`config.mk`:
```
export PLATFORM = sky130hd
export DESIGN_NAME = ex_mem_stage_flat
export DESIGN_NICKNAME = d
export VERILOG_FILES = /design/src/rtl/cpu_pkg.sv /design/src/rtl/ex_mem_stage_if.sv /design/src/rtl/branch_squash_fsm.sv /design/src/rtl/ex_mem_stage.sv /design/src/flat_wrapper.sv
export SDC_FILE = /design/constraint.sdc
export NUM_CORES = 1
export LEC_CHECK = 0
export CAP_MARGIN = 0
export CORE_ASPECT_RATIO = 0.75
export CORE_MARGIN = 2
export CORE_UTILIZATION = 35
export CTS_BUF_LIST = sky130_fd_sc_hd__clkbuf_8
export CTS_CLUSTER_SIZE = 10
export DETAILED_ROUTE_END_ITERATION = 8
export PLACE_DENSITY_LB_ADDON = 0.12
export SLEW_MARGIN = 5
export SYNTH_ARGS = -nofsm -noshare
export SYNTH_HDL_FRONTEND = slang
export SYNTH_SLANG_ARGS = --single-unit
export TNS_END_PERCENT = 50
```
`constraint.sdc`:
```
create_clock -name clk -period 3.95 [get_ports clk]
set_input_delay 0.395 -clock clk [delete_from_list [all_inputs] [get_ports clk]]
set_output_delay 0.395 -clock clk [all_outputs]
set_load 0.005 [all_outputs]
```
`src/rtl/cpu_pkg.sv`:
```
// Shared types and constants for the EX/MEM pipeline stage.
package cpu_pkg;

  localparam int unsigned WORD_W = 32;

  localparam logic [1:0] BR_NONE = 2'b00;
  localparam logic [1:0] BR_EQ   = 2'b01;
  localparam logic [1:0] BR_NE   = 2'b10;

  typedef enum logic [0:0] {
    ST_RUN,
    ST_SQUASH
  } squash_state_e;

  // Resolves beq/bne from the ALU zero flag; the reserved encoding never branches.
  function automatic logic br_cond(input logic [1:0] br, input logic zero);
    return ((br == BR_EQ) && zero) || ((br == BR_NE) && !zero);
  endfunction

endpackage

```
`src/rtl/ex_mem_stage_if.sv`:
```
// EX-side inputs and MEM-side outputs of the EX/MEM pipeline register.
interface ex_mem_stage_if;
  import cpu_pkg::*;

  logic              ex_valid;
  logic [WORD_W-1:0] alu_r;
  logic              alu_zero;
  logic              alu_signal;
  logic              alu_not_move;
  logic              ex_rf_w;
  logic [4:0]        ex_rd;
  logic              ex_mem_w;
  logic              ex_mem_r;
  logic              ex_cmov;
  logic [1:0]        ex_br;
  logic              ex_slt;
  logic [WORD_W-1:0] ex_br_target;
  logic [WORD_W-1:0] ex_pc4;
  logic [WORD_W-1:0] ex_st_data;
  logic              mem_stall;

  logic              mem_valid;
  logic [WORD_W-1:0] mem_result;
  logic              mem_rf_w;
  logic [4:0]        mem_rd;
  logic              mem_mem_w;
  logic              mem_mem_r;
  logic [WORD_W-1:0] mem_st_data;
  logic [WORD_W-1:0] mem_pc4;
  logic              redirect;
  logic [WORD_W-1:0] redirect_pc;
  logic              squashing;

  // The pipeline stage itself.
  modport slave (
    input  ex_valid, alu_r, alu_zero, alu_signal, alu_not_move, ex_rf_w, ex_rd,
           ex_mem_w, ex_mem_r, ex_cmov, ex_br, ex_slt, ex_br_target, ex_pc4,
           ex_st_data, mem_stall,
    output mem_valid, mem_result, mem_rf_w, mem_rd, mem_mem_w, mem_mem_r,
           mem_st_data, mem_pc4, redirect, redirect_pc, squashing
  );

  // The surrounding pipeline (EX driver, MEM consumer, fetch).
  modport master (
    output ex_valid, alu_r, alu_zero, alu_signal, alu_not_move, ex_rf_w, ex_rd,
           ex_mem_w, ex_mem_r, ex_cmov, ex_br, ex_slt, ex_br_target, ex_pc4,
           ex_st_data, mem_stall,
    input  mem_valid, mem_result, mem_rf_w, mem_rd, mem_mem_w, mem_mem_r,
           mem_st_data, mem_pc4, redirect, redirect_pc, squashing
  );

endinterface

```
`src/rtl/branch_squash_fsm.sv`:
```
// Tracks wrong-path squashing after a taken branch and produces the fetch redirect pulse.
module branch_squash_fsm
  import cpu_pkg::*;
#(
  parameter int unsigned SQUASH_N = 2
) (
  input  logic clk,
  input  logic rst,
  input  logic taken_i,
  input  logic accept_i,
  output logic kill_o,
  output logic redirect_o,
  output logic squashing_o
);

  squash_state_e state_q, state_d;
  logic [1:0]    cnt_q, cnt_d;
  logic          pend_q, pend_d;

  always_ff @(posedge clk) begin
    if (rst) begin
      state_q <= ST_RUN;
      cnt_q   <= 2'd0;
      pend_q  <= 1'b0;
    end else begin
      state_q <= state_d;
      cnt_q   <= cnt_d;
      pend_q  <= pend_d;
    end
  end

  always_comb begin
    state_d = state_q;
    cnt_d   = cnt_q;
    pend_d  = pend_q;
    // A stalled edge holds everything, so a pending redirect survives the stall.
    if (accept_i) begin
      pend_d = taken_i;
      unique case (state_q)
        ST_RUN: begin
          if (taken_i) begin
            state_d = ST_SQUASH;
            cnt_d   = SQUASH_N[1:0];
          end
        end
        ST_SQUASH: begin
          cnt_d = cnt_q - 2'd1;
          if (cnt_q <= 2'd1) begin
            state_d = ST_RUN;
            cnt_d   = 2'd0;
          end
        end
        default: begin
          state_d = ST_RUN;
          cnt_d   = 2'd0;
        end
      endcase
    end
  end

  assign kill_o      = (state_q == ST_SQUASH);
  assign squashing_o = (state_q == ST_SQUASH);
  assign redirect_o  = pend_q & accept_i;

endmodule

```
`src/rtl/ex_mem_stage.sv`:
```
// EX/MEM pipeline register with cmov write gating, slt result select and branch redirect.
module ex_mem_stage
  import cpu_pkg::*;
#(
  parameter int unsigned       SQUASH_N = 2,
  parameter logic [WORD_W-1:0] RESET_PC = 32'h0000_0000
) (
  input logic           clk,
  input logic           rst,
  ex_mem_stage_if.slave bus
);

  logic              accept;
  logic              fsm_kill;
  logic              killed;
  logic              taken;
  logic              redirect;
  logic              squashing;

  logic              valid_q;
  logic [WORD_W-1:0] result_q;
  logic [WORD_W-1:0] result_d;
  logic              rf_w_q;
  logic              rf_w_d;
  logic [4:0]        rd_q;
  logic              mem_w_q;
  logic              mem_r_q;
  logic [WORD_W-1:0] st_data_q;
  logic [WORD_W-1:0] pc4_q;
  logic [WORD_W-1:0] redirect_pc_q;

  assign accept = ~bus.mem_stall;
  assign killed = fsm_kill | ~bus.ex_valid;
  assign taken  = ~killed & br_cond(bus.ex_br, bus.alu_zero);

  assign result_d = bus.ex_slt ? {{(WORD_W-1){1'b0}}, bus.alu_signal} : bus.alu_r;
  assign rf_w_d   = bus.ex_rf_w & ~(bus.ex_cmov & bus.alu_not_move);

  branch_squash_fsm #(
    .SQUASH_N (SQUASH_N)
  ) u_fsm (
    .clk         (clk),
    .rst         (rst),
    .taken_i     (taken),
    .accept_i    (accept),
    .kill_o      (fsm_kill),
    .redirect_o  (redirect),
    .squashing_o (squashing)
  );

  always_ff @(posedge clk) begin
    if (rst) begin
      valid_q       <= 1'b0;
      result_q      <= '0;
      rf_w_q        <= 1'b0;
      rd_q          <= 5'd0;
      mem_w_q       <= 1'b0;
      mem_r_q       <= 1'b0;
      st_data_q     <= '0;
      pc4_q         <= RESET_PC;
      redirect_pc_q <= '0;
    end else if (accept) begin
      // A taken branch travels on as a valid bubble: no side effects downstream.
      valid_q   <= ~killed;
      rf_w_q    <= ~killed & ~taken & rf_w_d;
      mem_w_q   <= ~killed & ~taken & bus.ex_mem_w;
      mem_r_q   <= ~killed & ~taken & bus.ex_mem_r;
      result_q  <= result_d;
      rd_q      <= bus.ex_rd;
      st_data_q <= bus.ex_st_data;
      pc4_q     <= bus.ex_pc4;
      if (taken) begin
        redirect_pc_q <= bus.ex_br_target;
      end
    end
  end

  assign bus.mem_valid   = valid_q;
  assign bus.mem_result  = result_q;
  assign bus.mem_rf_w    = rf_w_q;
  assign bus.mem_rd      = rd_q;
  assign bus.mem_mem_w   = mem_w_q;
  assign bus.mem_mem_r   = mem_r_q;
  assign bus.mem_st_data = st_data_q;
  assign bus.mem_pc4     = pc4_q;
  assign bus.redirect    = redirect;
  assign bus.redirect_pc = redirect_pc_q;
  assign bus.squashing   = squashing;

endmodule

```
`src/flat_wrapper.sv`:
```
// flat-port wrapper written by rule: the top's interface ports become plain ports
module ex_mem_stage_flat import cpu_pkg::*;
#(
  parameter int unsigned       SQUASH_N = 2,
  parameter logic [WORD_W-1:0] RESET_PC = 32'h0000_0000
)
  (clk, rst, bus_ex_valid, bus_alu_r, bus_alu_zero, bus_alu_signal, bus_alu_not_move, bus_ex_rf_w, bus_ex_rd, bus_ex_mem_w, bus_ex_mem_r, bus_ex_cmov, bus_ex_br, bus_ex_slt, bus_ex_br_target, bus_ex_pc4, bus_ex_st_data, bus_mem_stall, bus_mem_valid, bus_mem_result, bus_mem_rf_w, bus_mem_rd, bus_mem_mem_w, bus_mem_mem_r, bus_mem_st_data, bus_mem_pc4, bus_redirect, bus_redirect_pc, bus_squashing);
  ex_mem_stage_if bus_i ();
  input logic clk;
  input logic rst;
  input wire logic [$bits(bus_i.ex_valid)-1:0] bus_ex_valid;
  input wire logic [$bits(bus_i.alu_r)-1:0] bus_alu_r;
  input wire logic [$bits(bus_i.alu_zero)-1:0] bus_alu_zero;
  input wire logic [$bits(bus_i.alu_signal)-1:0] bus_alu_signal;
  input wire logic [$bits(bus_i.alu_not_move)-1:0] bus_alu_not_move;
  input wire logic [$bits(bus_i.ex_rf_w)-1:0] bus_ex_rf_w;
  input wire logic [$bits(bus_i.ex_rd)-1:0] bus_ex_rd;
  input wire logic [$bits(bus_i.ex_mem_w)-1:0] bus_ex_mem_w;
  input wire logic [$bits(bus_i.ex_mem_r)-1:0] bus_ex_mem_r;
  input wire logic [$bits(bus_i.ex_cmov)-1:0] bus_ex_cmov;
  input wire logic [$bits(bus_i.ex_br)-1:0] bus_ex_br;
  input wire logic [$bits(bus_i.ex_slt)-1:0] bus_ex_slt;
  input wire logic [$bits(bus_i.ex_br_target)-1:0] bus_ex_br_target;
  input wire logic [$bits(bus_i.ex_pc4)-1:0] bus_ex_pc4;
  input wire logic [$bits(bus_i.ex_st_data)-1:0] bus_ex_st_data;
  input wire logic [$bits(bus_i.mem_stall)-1:0] bus_mem_stall;
  output wire logic [$bits(bus_i.mem_valid)-1:0] bus_mem_valid;
  output wire logic [$bits(bus_i.mem_result)-1:0] bus_mem_result;
  output wire logic [$bits(bus_i.mem_rf_w)-1:0] bus_mem_rf_w;
  output wire logic [$bits(bus_i.mem_rd)-1:0] bus_mem_rd;
  output wire logic [$bits(bus_i.mem_mem_w)-1:0] bus_mem_mem_w;
  output wire logic [$bits(bus_i.mem_mem_r)-1:0] bus_mem_mem_r;
  output wire logic [$bits(bus_i.mem_st_data)-1:0] bus_mem_st_data;
  output wire logic [$bits(bus_i.mem_pc4)-1:0] bus_mem_pc4;
  output wire logic [$bits(bus_i.redirect)-1:0] bus_redirect;
  output wire logic [$bits(bus_i.redirect_pc)-1:0] bus_redirect_pc;
  output wire logic [$bits(bus_i.squashing)-1:0] bus_squashing;
  assign bus_i.ex_valid = bus_ex_valid;
  assign bus_i.alu_r = bus_alu_r;
  assign bus_i.alu_zero = bus_alu_zero;
  assign bus_i.alu_signal = bus_alu_signal;
  assign bus_i.alu_not_move = bus_alu_not_move;
  assign bus_i.ex_rf_w = bus_ex_rf_w;
  assign bus_i.ex_rd = bus_ex_rd;
  assign bus_i.ex_mem_w = bus_ex_mem_w;
  assign bus_i.ex_mem_r = bus_ex_mem_r;
  assign bus_i.ex_cmov = bus_ex_cmov;
  assign bus_i.ex_br = bus_ex_br;
  assign bus_i.ex_slt = bus_ex_slt;
  assign bus_i.ex_br_target = bus_ex_br_target;
  assign bus_i.ex_pc4 = bus_ex_pc4;
  assign bus_i.ex_st_data = bus_ex_st_data;
  assign bus_i.mem_stall = bus_mem_stall;
  assign bus_mem_valid = bus_i.mem_valid;
  assign bus_mem_result = bus_i.mem_result;
  assign bus_mem_rf_w = bus_i.mem_rf_w;
  assign bus_mem_rd = bus_i.mem_rd;
  assign bus_mem_mem_w = bus_i.mem_mem_w;
  assign bus_mem_mem_r = bus_i.mem_mem_r;
  assign bus_mem_st_data = bus_i.mem_st_data;
  assign bus_mem_pc4 = bus_i.mem_pc4;
  assign bus_redirect = bus_i.redirect;
  assign bus_redirect_pc = bus_i.redirect_pc;
  assign bus_squashing = bus_i.squashing;
  ex_mem_stage #(.SQUASH_N(SQUASH_N), .RESET_PC(RESET_PC)) u_core (.clk(clk), .rst(rst), .bus(bus_i));
endmodule
```
# --- Word-level counts from Yosys, hierarchy flattened ---
# Cells that the tools add are included.
totals:
  latch_bits: 0
  input_bits: 147
  rom_bits: 0
  mem_bits_rw: 0
  memories: 0
  out_inout_bits: 139
  elab_cells: 45
  ff_bits: 141
classes:
  eq_ne: 3
  multipliers: 0
  n_div: 0
  addsub: 1
  order_cmp: 1
  shift: 0
  muxes: 7
  bitwise_logic: 15
  reduce_logical: 6
op_table:
  columns: ["operator", "n"]
  rows:
  - ["$mux 32", 1]
  - ["$and 1x1->1", 8]
  - ["$not 1->1", 6]
  - ["$mux 2", 2]
  - ["$pmux 2 s2", 1]
  - ["$reduce_and 2->1", 2]
  - ["$eq 2x1->1 const B", 1]
  - ["$eq 2x2->1 const B", 1]
  - ["$le 2x1->1 const B", 1]
  - ["$logic_and 1x1->1", 2]
  - ["$mux 1", 2]
  - ["$ne 2x1->1 const B", 1]
  - ["$pmux 1 s2", 1]
  - ["$sub 2x1->2 const B", 1]
  - ["$logic_not 1->1", 1]
  - ["$logic_or 1x1->1", 1]
  - ["$or 1x1->1", 1]

# --- Depth between registers and ports, before layout ---
depth:
  word_depth: 7
  depth_mapped: 6
  depth_no_buf: 3

# --- Hierarchy ---
# From an unflattened synthesis, not the netlist that was laid out.
hier_totals:
  cells_unflattened: 515
  area_unflattened_um2: 5327.6
by_module_without_submodules:
  columns: ["module", "instances", "cells_per_inst", "area_per_inst_um2", "seq_area_each_um2"]
  rows:
  - ["ex_mem_stage", 1, 495, 5131.2, 2742.6]
  - ["branch_squash_fsm", 1, 20, 196.4, 80.1]

# --- Least setup slack after synthesis ---
# OpenSTA, ideal clock, no wires.
synth_timing:
  kind: "in2reg"
  startpoint: "input bus_ex_br[0]"
  endpoint: "register u_core.redirect_pc_q[10], in the netlist u_core.bus.redirect_pc[10]"
  required_ns: 3.878
  n_path_buf: 2
  slack_ns: 2.490
  arrival_ns: 1.388
  stages: 5
  setup_time_ns: 0.072
  path_cell_list: "or3b_4 > a21boi_2 > buf_6 > buf_12 > mux2i_1"
synth_via:
  elab_chain_len: 5
  word_cells_on_any_way: 7
  classes_between: "2 x eq/ne; 1 x bitwise; 4 x reduce/logical"
synth_rtl:
  columns: ["element", "line_no", "rtl"]
  rows:
  - ["from (decl)", "flat_wrapper.sv:21", "input wire logic [$bits(bus_i.ex_br)-1:0] bus_ex_br;"]
  - ["$eq 2x1->1 / $eq 2x2->1 (equally long branches)", "cpu_pkg.sv:17", "return ((br == BR_EQ) && zero) || ((br == BR_NE) && !zero);"]
  - ["$logic_and 1x1->1", "cpu_pkg.sv:17", null]
  - ["$logic_or 1x1->1 *", "cpu_pkg.sv:17", null]
  - ["$and 1x1->1 *", "ex_mem_stage.sv:34", "assign taken = ~killed & br_cond(bus.ex_br, bus.alu_zero);"]
  - ["$reduce_and 2->1 (no line) *", null, null]
  - ["to (signal assigned)", "ex_mem_stage.sv:73", "redirect_pc_q <= bus.ex_br_target;"]
  - ["to (decl)", "ex_mem_stage.sv:30", "logic [WORD_W-1:0] redirect_pc_q;"]
# Mark *: on every way between the ends. The rest lies on a longest branch, timed or not.
# A chain may end at the register's enable or synchronous reset.

# --- Worst setup path in the final report ---
layout_timing:
  startpoint: "input bus_ex_br[1]"
  endpoint: "register u_core.redirect_pc_q[7], in the netlist u_core.bus.redirect_pc[7]"
# The elaborated chain is that of the path after synthesis.

==> flow_summary.ini <==
[clock_tree]
cts.sinks = 141
cts_buffers = 17
cts.reportedPaths.clkPinSlew_ns = 0.08
clk_path_buf_depth = 2
htreeDepth = 4
post-cts-setup-buffers = 0
clk_latency_ns = 0.43
cts_resized = 0
cts_tree = yes
hold_buffers = 0
cts-root-buf = clkbuf_8

[floorplanning]
die_area_sq_mm = 0.0161
die_x_um = 146
ios = 286
num_rows = 38
core_area_sq_mm = 0.0146
start_util_pct = 36.2
die_h_um = 110

[critical_path]
path_class = primary input to register
reg2regPathDepth = 4
reg2reg_slack_ns = 2.12
crit_required_ns = 4.31
cp-startpoint = bus_ex_br[1]
endpoint_kind = register
worstPathMaxFanout = 28
rr_startpoint = u_core.u_fsm.kill_o
cp.arrival_ns = 2.31
r2r-end = u_core.bus.redirect_pc[7]
start_kind = primary input

[power_and_ir_drop]
power_mw = 3.34
clock_power_share_pct = 40.6
p_leak_nw = 3.38
powerDensity_mw_per_mm2 = 385
internal-power_mw = 2.62
power_switching_mw = 0.727
pwr-share-comb_pct = 14.0
peakVddDrop_mv = 0.217
p_seq_share_pct = 45.5
netSwitchingFraction_pct = 21.7

[place]
dp_cells = 960
place_congestion = 0.840
numPortBuffers = 285
hpwl_mm = 11.1
dpl_cell_area_sq_mm = 0.00821

[flow_run]
maxCapViolations = 0

[cells_and_area]
final_nets = 926
fill_cells = 1266
final_cells = 991
insertedDiodeCount = 0
syn_to_final_growth_pct = 64.1
drive_gt1_share_pct = 5.44
stdcell_area_sq_mm = 0.00868

[routing]
ant_nets = 0
drc = 0
wl_per_cell_um = 15.4
first_iter_violations = 207
drt_wl_total_mm = 15.3
drt_first_pass_iters = 4
vias = 4559
viasPerCell = 4.60

[synthesis]
synth_area_sq_mm = 0.00529
synthSimpleGateAreaFrac_pct = 16.9
yosys-top-cells-area = dfxtp_1 (53%), mux2i_1 (19%), nand2b_1 (7.7%), nor2_1 (7.3%), a22oi_1 (4.3%)
synth-seq-cells = 141
synth_top_area_share_pct = 53.4
synth_xor_xnor_area_share_pct = 0
yosys.area.top_type = dfxtp_1
synthArstFlopShare_pct = 0
synthFlopType = dfxtp_1
postSynthAreaPerCell_sq_um = 10.4
synth_mux_area_share_pct = 19.5
synth_compound_area_share_pct = 5.84
syn-num-nets = 656
synth.distinct_cells = 25
ys_warn_count = 0
synth_edf_count = 0
synth_top_family_by_area = multiplexers
seq_area_frac_synth_pct = 53.4
synthAdderAreaFrac_pct = 0
synth_cells = 509

[global_routing]
grt_pass1_vias = 4705
grt-ovfl-total = 0
grt_pass1_wl_mm = 24.6
track_usage_pct = 19.2
grt_max_degree = 88
antenna_found_initial = 0

[timing]
rsz0062_at_grt = false
worst_pin_slew_ns = 1.16
finalCritPeriodShare_pct = 49.4
period_minus_slack_ns = 1.95
skew_ns = 0.00672
fmax_mhz = 512
relSlewSlack_pct = 22.3
setup_viol_count_final = 0
setup_tns_ns = 0
drv_slew = 0
hold_viol = 0

[hold_path]
min_path_type = primary input to register
holdPathStages = 3
hold_start = bus_mem_stall
min_to = u_core.bus.mem_mem_w

[status]
outcome = complete, no violations
==> cells in the mapped netlist, types with 3 or more instances <==
cell and count:
a21oi_1 8, nand4_1 3, clkbuf_1 18, nand2b_1 65, nor2_1 103, mux2i_1 102, a22oi_1 30, nand2_1 4
dfxtp_1 141, buf_12 3, buf_2 14
==> per-stage QoR <==
step | setup WS [ns] | util, % | hold slack (ns)
after floorplan | 2.49 | - | 0.440
after global placement | 1.60 | 56.2 | 0.456
after detailed placement | 1.54 | 56.2 | 0.457
after CTS | 2.02 | 59.4 | 0.441
after global routing | 1.92 | 59.4 | 0.473
final | 2.00 | 59.4 | 0.462
==> registers in the layout (all words and copies together), names as in the netlist <==
| name | flops |
|---|---|
| u_core.bus.mem_st_data | 32 |
| u_core.bus.redirect_pc | 32 |
| u_core.u_fsm.pend_q | 1 |
| u_core.bus.mem_rd | 5 |
| u_core.bus.mem_mem_r | 1 |
| u_core.bus.mem_rf_w | 1 |
| u_core.bus.mem_pc4 | 32 |
| u_core.bus.mem_mem_w | 1 |
| u_core.bus.mem_valid | 1 |
| u_core.u_fsm.cnt_q | 2 |
| u_core.bus.mem_result | 32 |
| u_core.u_fsm.kill_o | 1 |
==> layout by cell type, fill, tap and decap left out, types with 4 or more instances in the layout <==
master / instances
mux2i_1: 102
a21oi_1: 8
nand2_1: 4
nor2_1: 102
buf_4: 7
bufinv_16: 6
clkbuf_8: 18
a22oi_1: 30
nand2b_1: 65
clkdlybuf4s50_1: 283
dfxtp_1: 141
==> worst max path at each step <==
stage / end / cells past startpoint
6_report: u_core.bus.redirect_pc[7] / 5
3_5_place_dp: u_core.bus.redirect_pc[3] / 5
2_1_floorplan: u_core.bus.redirect_pc[10] / 5
4_1_cts: u_core.bus.redirect_pc[3] / 5
5_1_grt: u_core.bus.redirect_pc[29] / 5
3_3_place_gp: u_core.bus.redirect_pc[11] / 5
==> power groups by stage <==
stage                     Sequential, mW  Combinational (mW)  Clock (mW)
final                               1.52               0.466        1.36
after global routing                1.53               0.504        1.46
after CTS                           1.52               0.473        1.39
after detailed placement            1.55               0.470           0
after global placement              1.55               0.464           0
after floorplan                     1.55               0.165           0
==> cells by family after synthesis <==
family                 Yosys count
DFF                            141
buffers and inverters           39
AOI/OAI and AO/OA               44
and+or+nand+nor                182
muxes                          103
==> cell type report <==
class / instances / area (sq um) / share of cell area (%)
multi-input combinational: 329 / 2250 / 25.9
clock inverter: 13 / 223 / 2.57
sequential: 141 / 2820 / 32.5
tap: 200 / 250 / 2.88
timing repair buffer: 290 / 2890 / 33.3
clock buffer: 18 / 248 / 2.86
==> critical path, stage by stage <==
cell and delay [ns]:
clkdlybuf4s50_1 0.46, or3b_4 0.42, a21boi_4 0.28, buf_4 0.47, mux2i_1 0.25
==> per-layer routing <==
layer  global-route usage (%)  routed length, um  vias to the layer above
met2                     32.6               7320                      172
met4                     7.58                271                        0
met3                     8.55               1570                       19
li1                         -                  -                     2242
met1                     21.0               6090                     2126
met5                        0                  0                        -
Note: power is estimated with default switching activity, not from simulation.
